### src/rtl/vga_rx_pkg.sv
// vga_rx_pkg: 640x480 timing constants, receiver state encoding and a window helper shared with vga_sync
package vga_rx_pkg;
    localparam int VGA_H_DISP  = 640;
    localparam int VGA_H_TOTAL = 800;
    localparam int VGA_H_BACK  = 48;
    localparam int VGA_V_DISP  = 480;
    localparam int VGA_V_TOTAL = 525;
    localparam int VGA_V_BACK  = 10;

    typedef enum logic [1:0] {SEARCH, ALIGN, LOCKED} state_e;

    function automatic logic in_win(input logic [9:0] val, input logic [9:0] lo, input logic [9:0] hi);
        return val >= lo && val < hi;
    endfunction
endpackage

### src/rtl/vga_edge_det.sv
// vga_edge_det: flags the p_tick sample where a sync line first reads its inactive level
module vga_edge_det #(
    parameter logic ACT = 1'b1
) (
    input  logic clk,
    input  logic reset,
    input  logic p_tick_i,
    input  logic sync_i,
    output logic edge_o
);
    logic sync_q;

    always_ff @(posedge clk) begin
        if (reset) sync_q <= ~ACT;
        else if (p_tick_i) sync_q <= sync_i;
    end

    assign edge_o = p_tick_i && sync_q == ACT && sync_i != ACT;
endmodule

### src/rtl/vga_rx.sv
// vga_rx: locks onto VGA sync timing, strobes active pixels and reports each complete frame's colour sum
module vga_rx
    import vga_rx_pkg::*;
#(
    parameter int   H_DISP   = VGA_H_DISP,
    parameter int   H_TOTAL  = VGA_H_TOTAL,
    parameter int   H_BACK   = VGA_H_BACK,
    parameter int   V_DISP   = VGA_V_DISP,
    parameter int   V_TOTAL  = VGA_V_TOTAL,
    parameter int   V_BACK   = VGA_V_BACK,
    parameter logic SYNC_ACT = 1'b1
) (
    input  logic        clk,
    input  logic        reset,
    input  logic        p_tick,
    input  logic        hsync,
    input  logic        vsync,
    input  logic [2:0]  rgb,
    output logic        pix_valid,
    output logic [9:0]  pix_x,
    output logic [9:0]  pix_y,
    output logic [2:0]  pix_rgb,
    output logic        locked,
    output logic        sync_err,
    output logic        frame_done,
    output logic [21:0] frame_sum
);
    localparam logic [9:0] H_BEG   = 10'(H_BACK);
    localparam logic [9:0] H_END   = 10'(H_BACK + H_DISP);
    localparam logic [9:0] H_LAST  = 10'(H_TOTAL - 1);
    localparam logic [9:0] V_BEG   = 10'(V_BACK);
    localparam logic [9:0] V_END   = 10'(V_BACK + V_DISP);
    localparam logic [9:0] V_TOT   = 10'(V_TOTAL);
    localparam logic [9:0] X_LAST  = 10'(H_DISP - 1);
    localparam logic [9:0] Y_LAST  = 10'(V_DISP - 1);
    localparam logic [9:0] CNT_MAX = '1;

    state_e      state_q, state_d;
    logic [9:0]  hcnt_q, hcnt_d, vcnt_q, vcnt_d;
    logic        line_bad_q, line_bad_d;
    logic [21:0] acc_q, acc_d;
    logic        h_edge, v_edge, line_err, frame_err, active, lose, last;

    vga_edge_det #(.ACT(SYNC_ACT)) u_hedge (
        .clk(clk), .reset(reset), .p_tick_i(p_tick), .sync_i(hsync), .edge_o(h_edge)
    );
    vga_edge_det #(.ACT(SYNC_ACT)) u_vedge (
        .clk(clk), .reset(reset), .p_tick_i(p_tick), .sync_i(vsync), .edge_o(v_edge)
    );

    assign hcnt_d = !p_tick ? hcnt_q : h_edge ? '0 : hcnt_q == CNT_MAX ? hcnt_q : hcnt_q + 10'd1;
    // a line ending on the same sample as the frame already counts toward the new frame
    assign vcnt_d = !p_tick ? vcnt_q : v_edge ? {9'd0, h_edge} : h_edge ? vcnt_q + 10'd1 : vcnt_q;

    assign line_err  = p_tick && ((h_edge && hcnt_q != H_LAST) || hcnt_q == CNT_MAX);
    assign frame_err = v_edge && vcnt_q != V_TOT;
    assign active    = p_tick && in_win(hcnt_q, H_BEG, H_END) && in_win(vcnt_q, V_BEG, V_END);
    assign last      = pix_valid && pix_x == X_LAST && pix_y == Y_LAST;
    assign acc_d     = (v_edge || lose || last) ? '0 : pix_valid ? acc_q + 22'(pix_rgb) : acc_q;
    assign locked    = state_q == LOCKED;

    always_comb begin
        state_d    = state_q;
        line_bad_d = line_bad_q;
        lose       = 1'b0;
        unique case (state_q)
            SEARCH: if (v_edge) begin
                state_d    = ALIGN;
                line_bad_d = 1'b0;
            end
            ALIGN: if (v_edge) begin
                state_d    = (vcnt_q == V_TOT && !line_bad_q && !line_err) ? LOCKED : ALIGN;
                line_bad_d = 1'b0;
            end else if (line_err) line_bad_d = 1'b1;
            LOCKED: if (line_err || frame_err) begin
                state_d = SEARCH;
                lose    = 1'b1;
            end
            default: state_d = SEARCH;
        endcase
    end

    always_ff @(posedge clk) begin
        if (reset) begin
            state_q    <= SEARCH;
            line_bad_q <= 1'b0;
            hcnt_q     <= '0;
            vcnt_q     <= '0;
            acc_q      <= '0;
            frame_sum  <= '0;
            frame_done <= 1'b0;
            sync_err   <= 1'b0;
            pix_valid  <= 1'b0;
            pix_x      <= '0;
            pix_y      <= '0;
            pix_rgb    <= '0;
        end else begin
            state_q    <= state_d;
            line_bad_q <= line_bad_d;
            hcnt_q     <= hcnt_d;
            vcnt_q     <= vcnt_d;
            acc_q      <= acc_d;
            frame_sum  <= last ? acc_q + 22'(pix_rgb) : frame_sum;
            frame_done <= last;
            sync_err   <= lose;
            pix_valid  <= active && state_q == LOCKED;
            if (active) begin
                pix_x   <= hcnt_q - H_BEG;
                pix_y   <= vcnt_q - V_BEG;
                pix_rgb <= rgb;
            end
        end
    end
endmodule

### config.mk
export PLATFORM = sky130hd
export DESIGN_NAME = vga_rx
export DESIGN_NICKNAME = d
export VERILOG_FILES = /design/src/rtl/vga_rx_pkg.sv /design/src/rtl/vga_edge_det.sv /design/src/rtl/vga_rx.sv
export SDC_FILE = /design/constraint.sdc
export NUM_CORES = 1
export LEC_CHECK = 0
export ABC_AREA = 1
export BUFFER_PORTS_ARGS = -buffer_cell sky130_fd_sc_hd__clkbuf_2
export CORE_UTILIZATION = 50
export DETAILED_ROUTE_END_ITERATION = 7
export GPL_TIMING_DRIVEN = 0
export PLACE_DENSITY = 0.76
export SYNTH_ARGS = -nofsm -noshare
export SYNTH_HDL_FRONTEND = slang
export SYNTH_SLANG_ARGS = --single-unit
### constraint.sdc
create_clock -name clk -period 2.8 [get_ports clk]
set_clock_uncertainty 0.2 [all_clocks]
set_input_delay 0.28 -clock clk [delete_from_list [all_inputs] [get_ports clk]]
set_output_delay 0.28 -clock clk [all_outputs]
set_load 0.1 [all_outputs]
Word-level counts from Yosys, hierarchy flattened
Index checks and enable logic that the tools add are counted.
{"block": "classes", "add_sub_neg": 5, "magnitude_cmp": 4, "n_eq_ne": 13, "mux": 15, "n_bitwise": 2, "n_reduce_logical": 30}
{"op": "$mux 10", "n": 4}
{"op": "$eq 10x10->1 const B", "n": 3}
{"op": "$add 22x3->22", "n": 1}
{"op": "$add 10x1->10 const B", "n": 2}
{"op": "$ne 10x10->1 const B", "n": 2}
{"op": "$logic_and 1x1->1", "n": 16}
{"op": "$eq 10x9->1 const B", "n": 1}
{"op": "$ge 10x4->1 const B", "n": 1}
{"op": "$ge 10x6->1 const B", "n": 1}
{"op": "$lt 10x10->1 const B", "n": 1}
{"op": "$lt 10x9->1 const B", "n": 1}
{"op": "$sub 10x4->10 const B", "n": 1}
{"op": "$sub 10x6->10 const B", "n": 1}
{"op": "$mux 2", "n": 4}
{"op": "$ne 2x2->1 const B", "n": 3}
{"op": "$pmux 2 s3", "n": 1}
{"op": "$reduce_and 3->1", "n": 2}
{"op": "$mux 1", "n": 5}
{"op": "$logic_or 1x1->1", "n": 4}
{"op": "$reduce_and 2->1", "n": 2}
{"op": "$reduce_bool 2->1", "n": 2}
{"op": "$ne 3x3->1 const B", "n": 1}
{"op": "$eq 2x1->1 const B", "n": 1}
{"op": "$eq 2x2->1 const B", "n": 1}
{"op": "6 further kinds", "n": 8}
{"block": "totals", "reg_bits": 95, "elab_cells": 83}

Logic depth before layout (Yosys ltp)
Gate-level depths: netlist (run 1).
{"block": "logic_depth", "depth_word": 11, "mapped_depth": 12, "mapped_depth_nobuf": 12}

Hierarchy
From an unflattened synthesis (run 1), not the netlist that was laid out.
{"block": "unflattened", "hier_cells": 750, "hier_area_um2": 4994.8}
{"module": "vga_rx", "instances": 1, "cells_per_inst": 732, "area_each_um2": 4889.7}
{"module": "vga_edge_det", "instances": 2, "cells_per_inst": 9, "area_each_um2": 52.6}

Worst setup path before layout (run 1)
No wires, ideal clock.
{"block": "synth_path", "path_kind": "register to register", "from": "reg pix_rgb[0]", "to": "reg acc_q[8]", "arrival_time_ns": 2.412, "slack_ns": 0.069, "path_stages_with_launch": 9, "path_buffers": 0, "period_less_slack_ns": 2.731, "path_cell_list": "dfxtp_1 ha_1 fa_1 nand2_1 a21oi_1 nand2_1 xor2_1 o21ai_0 nor2_2"}
{"block": "synth_between", "elab_chain_cells": 1}
{"element": "from (decl)", "line_no": "vga_rx.sv:22", "source": "output logic [2:0] pix_rgb,"}
{"element": "from (signal assigned)", "line_no": "vga_rx.sv:110", "source": "pix_rgb <= rgb;"}
{"element": "$add 22x3->22", "line_no": "vga_rx.sv:59", "source": "assign acc_d = (v_edge || lose || last) ? '0 : pix_valid ? acc_q + 22'(pix_rgb) : acc_q;"}
{"element": "to (signal assigned)", "line_no": "vga_rx.sv:89", "source": "acc_q <= '0;"}
{"element": "to (signal assigned)", "line_no": "vga_rx.sv:102", "source": "acc_q <= acc_d;"}
{"element": "to (decl)", "line_no": "vga_rx.sv:41", "source": "logic [21:0] acc_q, acc_d;"}
Every way passes these cells.
A chain may end at the register's enable or synchronous reset.

Worst setup path in the final report (run 1)
Same ends and word-level chain as after synthesis.

==> reports/metrics.yaml, run 1 <==
outcome: "completed"
min_period_ns: 2.57
final_common_cell: "nand2_1"
clock_latency_ns: 0.37
hpwl_um: 9780
coreArea_um2: 9730
vias_per_cell: 5.16
ys_types: 34
grt_use_total_pct: 26.2
worst_slew_pin_slew_ns: 0.686
endpoint_kind: "flip-flop"
cpMaxStageDelayCell: "a21oi_1"
max_stage_delay_ns: 0.55
period_share_pct: 91.7
synth_top_area_share_pct: 38.2
grt_overflow: 0
ys_seq_area_share_pct: 38.2
cpMostUsedCell: "nand2_1"
cp-start-kind: "flip-flop"
diodes: 0
nets: 845
h-tree-depth: 3
io_buffers: 55
io_pins: 57
drv_cap: 0
drv_slew: 0
synth_cells: 757
cts_sinks: 95
synth_nets: 778
min-delay-path-class: "primary input to flip-flop"
grt_setup_unrepaired: "false"
antenna_found_initial: 0
die_w_um: 102
leakagePower_nw: 2.62
die_area_um2: 10400
drive_above_1_share_pct: 12.7
crit_chain: "ha_1 -> fa_1 -> nand2_1 -> a21oi_1 -> nand2_1 -> xor2_1 -> o21ai_0 -> nor2_2"
synth_area_per_cell_um2: 6.58
drc: 0
powerDensity_nw_per_um2: 416
final_cell_mix: "nand2_1 (187), nor2_1 (159), dfxtp_1 (95), inv_1 (85), clkbuf_2 (55)"
grt_max_degree: 18
postCtsSetupBuffers: 0
cp.required_ns: 2.87
fin_setup_tns_ns: 0
cp_data_arrival_time_ns: 2.64
first_pass_iters: 6
synth-warning-count: 0
fin_util_pct: 57.8
grt_pass1_wl_um: 21000
grt_pass1_vias: 4430
die_h_um: 102
ys_ff_latch: 95
post_cts_resized: 0
fmax_mhz: 390
final-setup-viol-count: 0
peakVddDrop_v: 0.000208
hold_viol_final: 0
cts_root_buffer: "clkbuf_8"
synth_area_leader_cell: "dfxtp_1"
crit_fanout: 6
postRouteAntennaNets: 0
vias: 4961
wirelength_um: 13000
cts_tree: "yes"
criticalPathCategory: "flip-flop to flip-flop"
rows: 36
avgRoutedWirePerCell_um: 13.5
initial_core_util_pct: 51.2
syn2layout_area_growth_pct: 12.9
slew_headroom_pct: 54.3
clk_pin_slew_ns: 0.10
place.gp.congestion: 0.952
clock_path_buffers: 2
hold_buffers: 1
dr.first_iter.drc_count: 313
synthTopCellsByArea: "dfxtp_1 (38%), nand2_1 (14%), nor2_1 (12%)"
cts_buffers: 9
syn_area_um2: 4980
-- sequential cells by signal, summed over array words and instances, names as in the netlist --
| name | cells |
|---|---|
| hcnt_q | 10 |
| pix_x | 10 |
| frame_sum | 22 |
| acc_q | 22 |
| pix_rgb | 3 |
| pix_valid | 1 |
| u_vedge.sync_q | 1 |
| sync_err | 1 |
| state_q | 2 |
| line_bad_q | 1 |
| frame_done | 1 |
| vcnt_q | 10 |
| pix_y | 10 |
| u_hedge.sync_q | 1 |
-- layer usage --
metal | track usage, % | part of all wire [%]
met5 | 0 | 0
met4 | 7.91 | 1.4
met3 | 5.13 | 7.5
met2 | 41.0 | 44
met1 | 36.8 | 47
-- cell usage after synthesis, drive strengths merged --
cell type,count
o21a,2
dfxtp,95
o31ai,1
o21ai,45
a31oi,1
clkinv,1
and2,1
fa,1
nor3b,1
inv,89
nand2,192
mux2i,5
buf,11
clkbuf,11
xor2,19
nor3,10
or2,1
ha,12
nand4,18
nand3,39
o211ai,1
nor2,172
o21bai,1
a21oi,28
-- where the power goes --
part	internal [mW]	switching, mW	total [mW]
Combinational	0.0281	0.0625	0.0906
Sequential	1.36	0.00730	1.36
Clock	0.362	0.525	0.887
Total	1.75	0.595	2.34
-- final cells by class --
class                   instances  area, um^2
fillers                       965        4110
multi-input cells             550        2600
flip-flops and latches         95        1900
inverters                      90         339
repair buffers                 56         285
well taps                     133         166
plain buffers                  22         143
clock buffers                  10         138
clock inverters                 6        51.3
-- per-stage QoR --
step / hold slack, ns / area (um^2) / setup slack [ns] / power [mW] / std cells
2_1_floorplan: 0.219 / 4980 / 0.0690 / 1.45 / 757
3_3_place_gp: 0.280 / 5430 / 0.383 / 1.48 / 945
3_5_place_dp: 0.290 / 5430 / 0.328 / 1.48 / 945
4_1_cts: 0.00555 / 5620 / 0.314 / 2.36 / 962
5_1_grt: 0.0141 / 5620 / 0.0850 / 2.43 / 962
6_report: 0.0121 / 5620 / 0.234 / 2.34 / 962
-- critical path, delay by kind of cell, from the launching register on --
kind,cells,cell delay [ns]
DFF,1,0.39
adders and majority gates,2,0.46
and+or+nand+nor,3,0.42
AOI/OAI and AO/OA,2,0.78
xor gates and xnor gates,1,0.23
-- cells by family (layout without fill, tap and decap cells) --
group | count (synthesis) | after routing | synth area share (%)
buffers and inverters | 112 | 184 | 9.67
muxes | 5 | 5 | 1.00
DFF | 95 | 95 | 38.2
AOI/OAI and AO/OA | 79 | 79 | 8.21
and+or+nand+nor | 434 | 434 | 36.2
xor gates and xnor gates | 19 | 19 | 3.34
adders and majority gates | 13 | 13 | 3.41
-- path summary, 6_finish.rpt --
kind | start | to | slack [ns] | depth (start not counted)
max | pix_rgb[0] | acc_q[8] | 0.23 | 8
min | vsync | u_vedge.sync_q | 0.01 | 3
max reg2reg | pix_rgb[0] | acc_q[8] | 0.23 | 8
min reg2reg | pix_y[3] | pix_y[3] | 0.30 | 2
Power figures use the tool's default switching activity.
==> inputs of run 2 (changes only) <==
--- a/config.mk
+++ b/config.mk
@@ -13,4 +13,5 @@
 export PLACE_DENSITY = 0.76
 export SYNTH_ARGS = -nofsm -noshare
 export SYNTH_HDL_FRONTEND = slang
+export SYNTH_HIERARCHICAL = 1
 export SYNTH_SLANG_ARGS = --single-unit
==> reports/metrics.yaml, run 2 <==
pre_cts_slack_ns: 0.522  # was 0.328 ns
first_pass_iters: 5  # was 6
die_area_um2: 10400  # about the same
drv_cap: 0  # unchanged
drv_slew: 0  # unchanged
synth_area_leader_cell: "dfxtp_1"  # unchanged
initial_core_util_pct: 51.3  # was 51.2%
hold_buffers: 3  # was 1
dr.first_iter.drc_count: 286  # was 313
largestRegisters: "acc_q x22, frame_sum x22"  # unchanged
nets: 841  # was 845
rows: 36  # unchanged
io_buffers: 56  # was 55
antenna_found_initial: 0  # unchanged
syn2layout_area_growth_pct: 14.2  # was 12.9%
met3WireLength_um: 691  # was 977 um
ys_ff_latch: 95  # unchanged
synthTopCellsByArea: "dfxtp_1 (38%), nand2_1 (16%), nor2_1 (11%)"  # was dfxtp_1 (38%), nand2_1 (14%), nor2_1 (12%)
avgRoutedWirePerCell_um: 13.3  # was 13.5 um
final-setup-viol-count: 0  # unchanged
postRouteAntennaNets: 0  # unchanged
endpoint: "frame_sum[11]"  # was acc_q[8]
synth_cells: 750  # was 757
drt-met1-wl_um: 6180  # was 6120 um
clk_pin_slew_ns: 0.09  # was 0.10 ns
h-tree-depth: 3  # unchanged
synth_top_area_share_pct: 38.1  # was 38.2%
powerDensity_nw_per_um2: 442  # was 416 nW/um^2
layout_setup_ws_ns: 0.615  # was 0.234 ns
cts_root_buffer: "clkbuf_8"  # unchanged
cts_tree: "yes"  # unchanged
slew_headroom_pct: 62.2  # was 54.3%
path_depth: 8  # unchanged
fmax_mhz: 458  # was 390 MHz
clock_path_buffers: 2  # unchanged
ys.flop_type: "dfxtp_1"  # unchanged
rr_worst_depth: 8  # unchanged
synth_nets: 771  # was 778
cp_data_arrival_time_ns: 2.25  # was 2.64 ns
coreArea_um2: 9730  # unchanged
clock_latency_ns: 0.37  # about the same
worst_slew_pin_slew_ns: 0.567  # was 0.686 ns
synth-warning-count: 6  # was 0
grt_use_total_pct: 26.1  # was 26.2%
vias: 4896  # was 4,961
diodes: 0  # unchanged
yosysMostFrequentCell: "nand2_1"  # unchanged
synth_edf_count: 0  # unchanged
path_buf_inv: 0  # unchanged
period_share_pct: 78.1  # was 91.7%
cts_buffers: 9  # unchanged
final_cell_mix: "nand2_1 (210), nor2_1 (141), dfxtp_1 (95), inv_1 (74), clkbuf_2 (56)"  # was nand2_1 (187), nor2_1 (159), dfxtp_1 (95), inv_1 (85), clkbuf_2 (55)
postCtsSetupBuffers: 0  # unchanged
synth_area_per_cell_um2: 6.66  # was 6.58 um^2
grt_pass1_vias: 4539  # was 4,430
rr_startpoint: "pix_rgb[2]"  # was pix_rgb[0]
cp-start-kind: "flip-flop"  # unchanged
post_cts_resized: 0  # unchanged
synth_common_cells: "nand2_1 (210), nor2_1 (141), dfxtp_1 (95)"  # was nand2_1 (187), nor2_1 (159), dfxtp_1 (95)
crit_fanout: 5  # was 6
wirelength_um: 12700  # was 13,000 um
outcome: "completed"  # unchanged
worstSetupStartpoint: "pix_rgb[2]"  # was pix_rgb[0]
vias_per_cell: 5.12  # was 5.16
peakVddDrop_v: 0.000267  # was 0.000208 V
place.gp.congestion: 0.912  # was 0.952
cpLargestDelayFamily: "simple AND/OR/NAND/NOR gates"  # was compound AO/OA/AOI/OAI gates
min-delay-path-class: "primary input to flip-flop"  # unchanged
max_stage_delay_ns: 0.35  # was 0.55 ns
cts_sinks: 95  # unchanged
ys_seq_area_share_pct: 38.1  # was 38.2%
grt_setup_unrepaired: "false"  # unchanged
io_pins: 57  # unchanged
die_h_um: 102  # about the same
fin_setup_tns_ns: 0  # unchanged
fin_util_pct: 58.6  # was 57.8%
die_w_um: 102  # about the same
endpoint_kind: "flip-flop"  # unchanged
rrSetupSlack_ns: 0.61  # was 0.23 ns
drc: 0  # unchanged
min_period_ns: 2.19  # was 2.57 ns
synth-async-reset-ratio_pct: 0  # unchanged
cp.required_ns: 2.86  # was 2.87 ns
grt_overflow: 0  # unchanged
grt_pass1_wl_um: 21400  # was 21,000 um
crit_chain: "ha_1 -> nand2_1 -> nand2_1 -> nor2_2 -> nor2_1 -> or2_2 -> a21oi_1 -> nor2_1"  # was ha_1 -> fa_1 -> nand2_1 -> a21oi_1 -> nand2_1 -> xor2_1 -> o21ai_0 -> nor2_2
syn_area_um2: 4990  # was 4980 um^2
final_common_cell: "nand2_1"  # unchanged
met2_length_um: 5550  # was 5740 um
highest_layer: "met4"  # unchanged
drive_above_1_share_pct: 15.1  # was 12.7%
criticalPathCategory: "flip-flop to flip-flop"  # unchanged
ys_types: 40  # was 34
leakagePower_nw: 2.60  # was 2.62 nW
hpwl_um: 9530  # was 9780 um
grt_max_degree: 15  # was 18
hold_viol_final: 0  # unchanged
cpMaxStageDelayCell: "ha_1"  # was a21oi_1
crit-reg2reg-capture: "frame_sum[11]"  # was acc_q[8]
-- run 2: cell types whose count changed in the layout (fill, tap and decap cells not counted), moves of 5 or more --
| cell | change |
|---|---|
| mux2i_1 | -5 |
| nor2_1 | -18 |
| nor3_1 | -6 |
| o21ai_0 | -13 |
| nand3b_1 | +6 |
| nand2_1 | +23 |
| buf_2 | +6 |
| a21oi_1 | +10 |
| nand3_1 | -8 |
| nand4_1 | -5 |
| inv_1 | -11 |
| a21oi_2 | +7 |
-- run 2: tightest hold or removal path, delay by kind of cell --
family                 cells  cell delay [ns]
and+or+nand+nor            3             0.13
buffers and inverters      2             0.13
-- run 2: area by class of cell --
cell class / count / area (um^2)
Sequential cell: 95 / 1900
Clock inverter: 4 / 95.1
Multi-Input combinational cell: 550 / 2640
Inverter: 81 / 304
Timing Repair Buffer: 59 / 310
Tap cell: 133 / 166
Clock buffer: 10 / 138
Buffer: 24 / 145
Fill cell: 943 / 4030
-- run 2: kinds of logic (layout without fill, tap and decap cells) --
logic type / count (synthesis) / count (layout) / synth area share [%]
xor gates and xnor gates: 17 / 17 / 2.98
AOI/OAI and AO/OA: 87 / 87 / 9.69
buffers and inverters: 105 / 178 / 8.99
DFF: 95 / 95 / 38.1
adders and majority gates: 13 / 13 / 3.41
and+or+nand+nor: 433 / 433 / 36.8
-- run 2: where the power goes --
| group | switching [mW] | internal [mW] | total, mW | leakage [nW] |
|---|---|---|---|---|
| Clock | 0.464 | 0.607 | 1.07 | 0.118 |
| Sequential | 0.00530 | 1.35 | 1.36 | 0.766 |
| Combinational | 0.0626 | 0.0265 | 0.0891 | 1.72 |
| Total | 0.532 | 1.99 | 2.52 | 2.60 |
-- run 2: metrics by stage --
step	cells	instance area [um^2]	power [mW]	hold slack, ns
after floorplan	750	4990	1.45	0.217
after global placement	939	5440	1.47	0.251
after detailed placement	939	5440	1.48	0.266
after CTS	956	5700	2.53	0.00771
after global routing	956	5700	2.60	0.0209
final	956	5700	2.52	0.0118
-- run 2: how the worst min path moves through the flow --
stage	startpoint	end	slack, ns	depth (start not counted)
2_1_floorplan	p_tick	u_hedge/sync_q	0.22	2
3_3_place_gp	acc_q[0]	acc_q[0]	0.25	2
3_5_place_dp	acc_q[2]	acc_q[2]	0.27	2
4_1_cts	vsync	u_vedge/sync_q	0.008	5
5_1_grt	reset	u_vedge/sync_q	0.02	4
6_report	vsync	u_vedge/sync_q	0.01	5
-- run 2: metal layers --
layer  track usage (%)  up-vias
li1                  -     2487
met4              8.79        0
met5                 0        -
met3              3.90       21
met2              41.7      166
met1              36.2     2222
==> inputs of run 3 (changes only) <==
--- a/config.mk
+++ b/config.mk
@@ -10,7 +10,7 @@
 export CORE_UTILIZATION = 50
 export DETAILED_ROUTE_END_ITERATION = 7
 export GPL_TIMING_DRIVEN = 0
-export PLACE_DENSITY = 0.76
+export PLACE_DENSITY = 0.79
 export SYNTH_ARGS = -nofsm -noshare
 export SYNTH_HDL_FRONTEND = slang
 export SYNTH_HIERARCHICAL = 1
==> constraint.sdc (replaced) <==
create_clock -name clk -period 2 [get_ports clk]
set_clock_uncertainty 0.2 [all_clocks]
set_input_delay 0.2 -clock clk [delete_from_list [all_inputs] [get_ports clk]]
set_output_delay 0.2 -clock clk [all_outputs]
set_load 0.1 [all_outputs]
==> reports/metrics.yaml, run 3 (same netlist as run 2, synthesis figures left out) <==
outcome: "completed"  # unchanged
drc: 0  # unchanged
fillCellCount: 915  # was 943
fmax_mhz: 514  # was 458 MHz
drv_cap: 0  # unchanged
final-setup-viol-count: 0  # unchanged
endpoint: "acc_q[6]"  # was frame_sum[11]
endpoint_kind: "flip-flop"  # unchanged
hpwl_um: 8900  # was 9530 um
postRouteAntennaNets: 0  # unchanged
crit-reg2reg-capture: "acc_q[6]"  # was frame_sum[11]
dp.cells: 939  # unchanged
clk_pin_slew_ns: 0.09  # about the same
peakVddDrop_v: 0.000306  # was 0.000267 V
cts_sinks: 95  # unchanged
cts_buffers: 9  # unchanged
max_stage_delay_ns: 0.37  # was 0.35 ns
cp.required_ns: 2.11  # was 2.86 ns
path_depth: 8  # unchanged
p_int_mw: 2.50  # was 1.99 mW
p_clk_share_pct: 38.0  # was 42.5%
crit_chain: "ha_4 -> fa_2 -> nand2_2 -> nand2_4 -> nand3_2 -> xor2_1 -> o21ai_0 -> nor2_2"  # was ha_1 -> nand2_1 -> nand2_1 -> nor2_2 -> nor2_1 -> or2_2 -> a21oi_1 -> nor2_1
rows: 36  # unchanged
io_pins: 57  # unchanged
path_buf_inv: 0  # unchanged
clock_path_buffers: 2  # unchanged
wirelength_um: 12800  # was 12,700 um
hold_start: "p_tick"  # was vsync
vias: 4890  # was 4,896
hold_viol_final: 0  # unchanged
criticalPathCategory: "flip-flop to flip-flop"  # unchanged
rrSetupSlack_ns: 0.06  # was 0.61 ns
cts_tree: "yes"  # unchanged
initial_core_util_pct: 51.3  # unchanged
cp_data_arrival_time_ns: 2.06  # was 2.25 ns
place.gp.congestion: 0.943  # was 0.912
syn2layout_area_growth_pct: 19.9  # was 14.2%
h-tree-depth: 3  # unchanged
worst_slew_pin_slew_ns: 0.598  # was 0.567 ns
crit_fanout: 4  # was 5
drive_above_1_share_pct: 23.0  # was 15.1%
grt_max_degree: 18  # was 15
largestRegisters: "acc_q x22, frame_sum x22"  # unchanged
fin_setup_tns_ns: 0  # unchanged
dr.first_iter.drc_count: 304  # was 286
slew_headroom_pct: 60.1  # was 62.2%
worstSetupStartpoint: "pix_rgb[0]"  # was pix_rgb[2]
grt_pass1_vias: 4268  # was 4,539
first_pass_iters: 5  # unchanged
cp-start-kind: "flip-flop"  # unchanged
vias_per_cell: 5.05  # was 5.12
min-delay-path-class: "primary input to flip-flop"  # unchanged
nets: 851  # was 841
final_cell_mix: "nand2_1 (202), nor2_1 (134), inv_1 (73), dfxtp_1 (62), clkbuf_2 (56)"  # was nand2_1 (210), nor2_1 (141), dfxtp_1 (95), inv_1 (74), clkbuf_2 (56)
grt_use_total_pct: 25.1  # was 26.1%
die_h_um: 102  # unchanged
cpMaxStageDelayCell: "dfxtp_4"  # was ha_1
powerDensity_nw_per_um2: 551  # was 442 nW/um^2
final_cells: 968  # was 956
rr_startpoint: "pix_rgb[0]"  # was pix_rgb[2]
diodes: 0  # unchanged
swShare_pct: 24.3  # was 21.1%
min_period_ns: 1.94  # was 2.19 ns
clock_latency_ns: 0.37  # about the same
antenna_found_initial: 0  # unchanged
leakagePower_nw: 2.69  # was 2.60 nW
drv_slew: 0  # unchanged
io_buffers: 56  # unchanged
cpLargestDelayFamily: "adder cells"  # was simple AND/OR/NAND/NOR gates
placed_area_um2: 5510  # was 5440 um^2
final_common_cell: "nand2_1"  # unchanged
fin_util_pct: 61.5  # was 58.6%
die_w_um: 102  # unchanged
avgRoutedWirePerCell_um: 13.3  # about the same
grt_pass1_wl_um: 20300  # was 21,400 um
cts_root_buffer: "clkbuf_8"  # unchanged
grt_overflow: 0  # unchanged
die_area_um2: 10400  # unchanged
switchingPower_mw: 0.801  # was 0.532 mW
period_share_pct: 97.2  # was 78.1%
stdcell_area_um2: 5990  # was 5700 um^2
combPwrFrac_pct: 4.5  # was 3.5%
rr_worst_depth: 8  # unchanged
seq_power_share_pct: 57.5  # was 54.0%
grt_setup_unrepaired: "true"  # was false
coreArea_um2: 9730  # unchanged
==> run 3: power groups by stage <==
| stage | clock (mW) | sequential (mW) | combinational, mW |
|---|---|---|---|
| finish | 1.25 | 1.90 | 0.147 |
| global route | 1.34 | 1.90 | 0.160 |
| CTS | 1.26 | 1.90 | 0.131 |
| detailed placement | 0 | 1.94 | 0.119 |
| global placement | 0 | 1.94 | 0.117 |
| floorplan | 0 | 1.94 | 0.0792 |
==> run 3: layer usage <==
metal	GRT usage, %	wire, um	part of all wire, %
met2	38.6	5630	44
met5	0	0	0
met4	5.71	222	1.7
met3	4.72	841	6.5
met1	36.4	6160	48
==> run 3: worst min path at each step <==
stage / slack [ns] / to / cells past startpoint
2_1_floorplan: 0.14 / u_hedge/sync_q / 2
3_3_place_gp: 0.26 / acc_q[2] / 2
3_5_place_dp: 0.27 / acc_q[2] / 2
4_1_cts: 0.02 / vcnt_q[1] / 4
5_1_grt: 0.07 / vcnt_q[1] / 4
6_report: 0.05 / u_vedge/sync_q / 3
==> run 3: final cells by class <==
| class | count | area [um^2] | area share (%) |
|---|---|---|---|
| multi-input combinational | 550 | 2810 | 46.9 |
| sequential | 95 | 1960 | 32.7 |
| timing repair buffer | 71 | 423 | 7.06 |
| inverter | 81 | 304 | 5.08 |
| tap | 133 | 166 | 2.78 |
| clock buffer | 11 | 163 | 2.72 |
| buffer | 22 | 139 | 2.32 |
| clock inverter | 5 | 28.8 | 0.481 |
==> run 3: what timing repair did <==
| action | CTS | global route |
|---|---|---|
| hold buffers | 7 | 0 |
| hold endpoints to repair | 6 | 0 |
| pin swaps | 2 | 12 |
| gates resized for setup | 7 | 40 |
| setup buffers | 2 | 6 |
| endpoints found under the setup margin | 35 | 67 |
==> run 3: worst reg2reg max path: stages, from the launching register on <==
cell and delay, ns:
dfxtp_4 0.37, ha_4 0.17, fa_2 0.35, nand2_2 0.09
nand2_4 0.06, nand3_2 0.13, xor2_1 0.27, o21ai_0 0.14
nor2_2 0.10
==> run 3: through the flow <==
stage	total power, mW	hold WS [ns]	setup WS, ns
final	3.30	0.0453	0.0552
after CTS	3.30	0.0194	0.00149
after detailed placement	2.06	0.266	-0.139
after global routing	3.40	0.0713	-0.0615
after global placement	2.06	0.259	-0.104
after floorplan	2.02	0.137	-0.0351
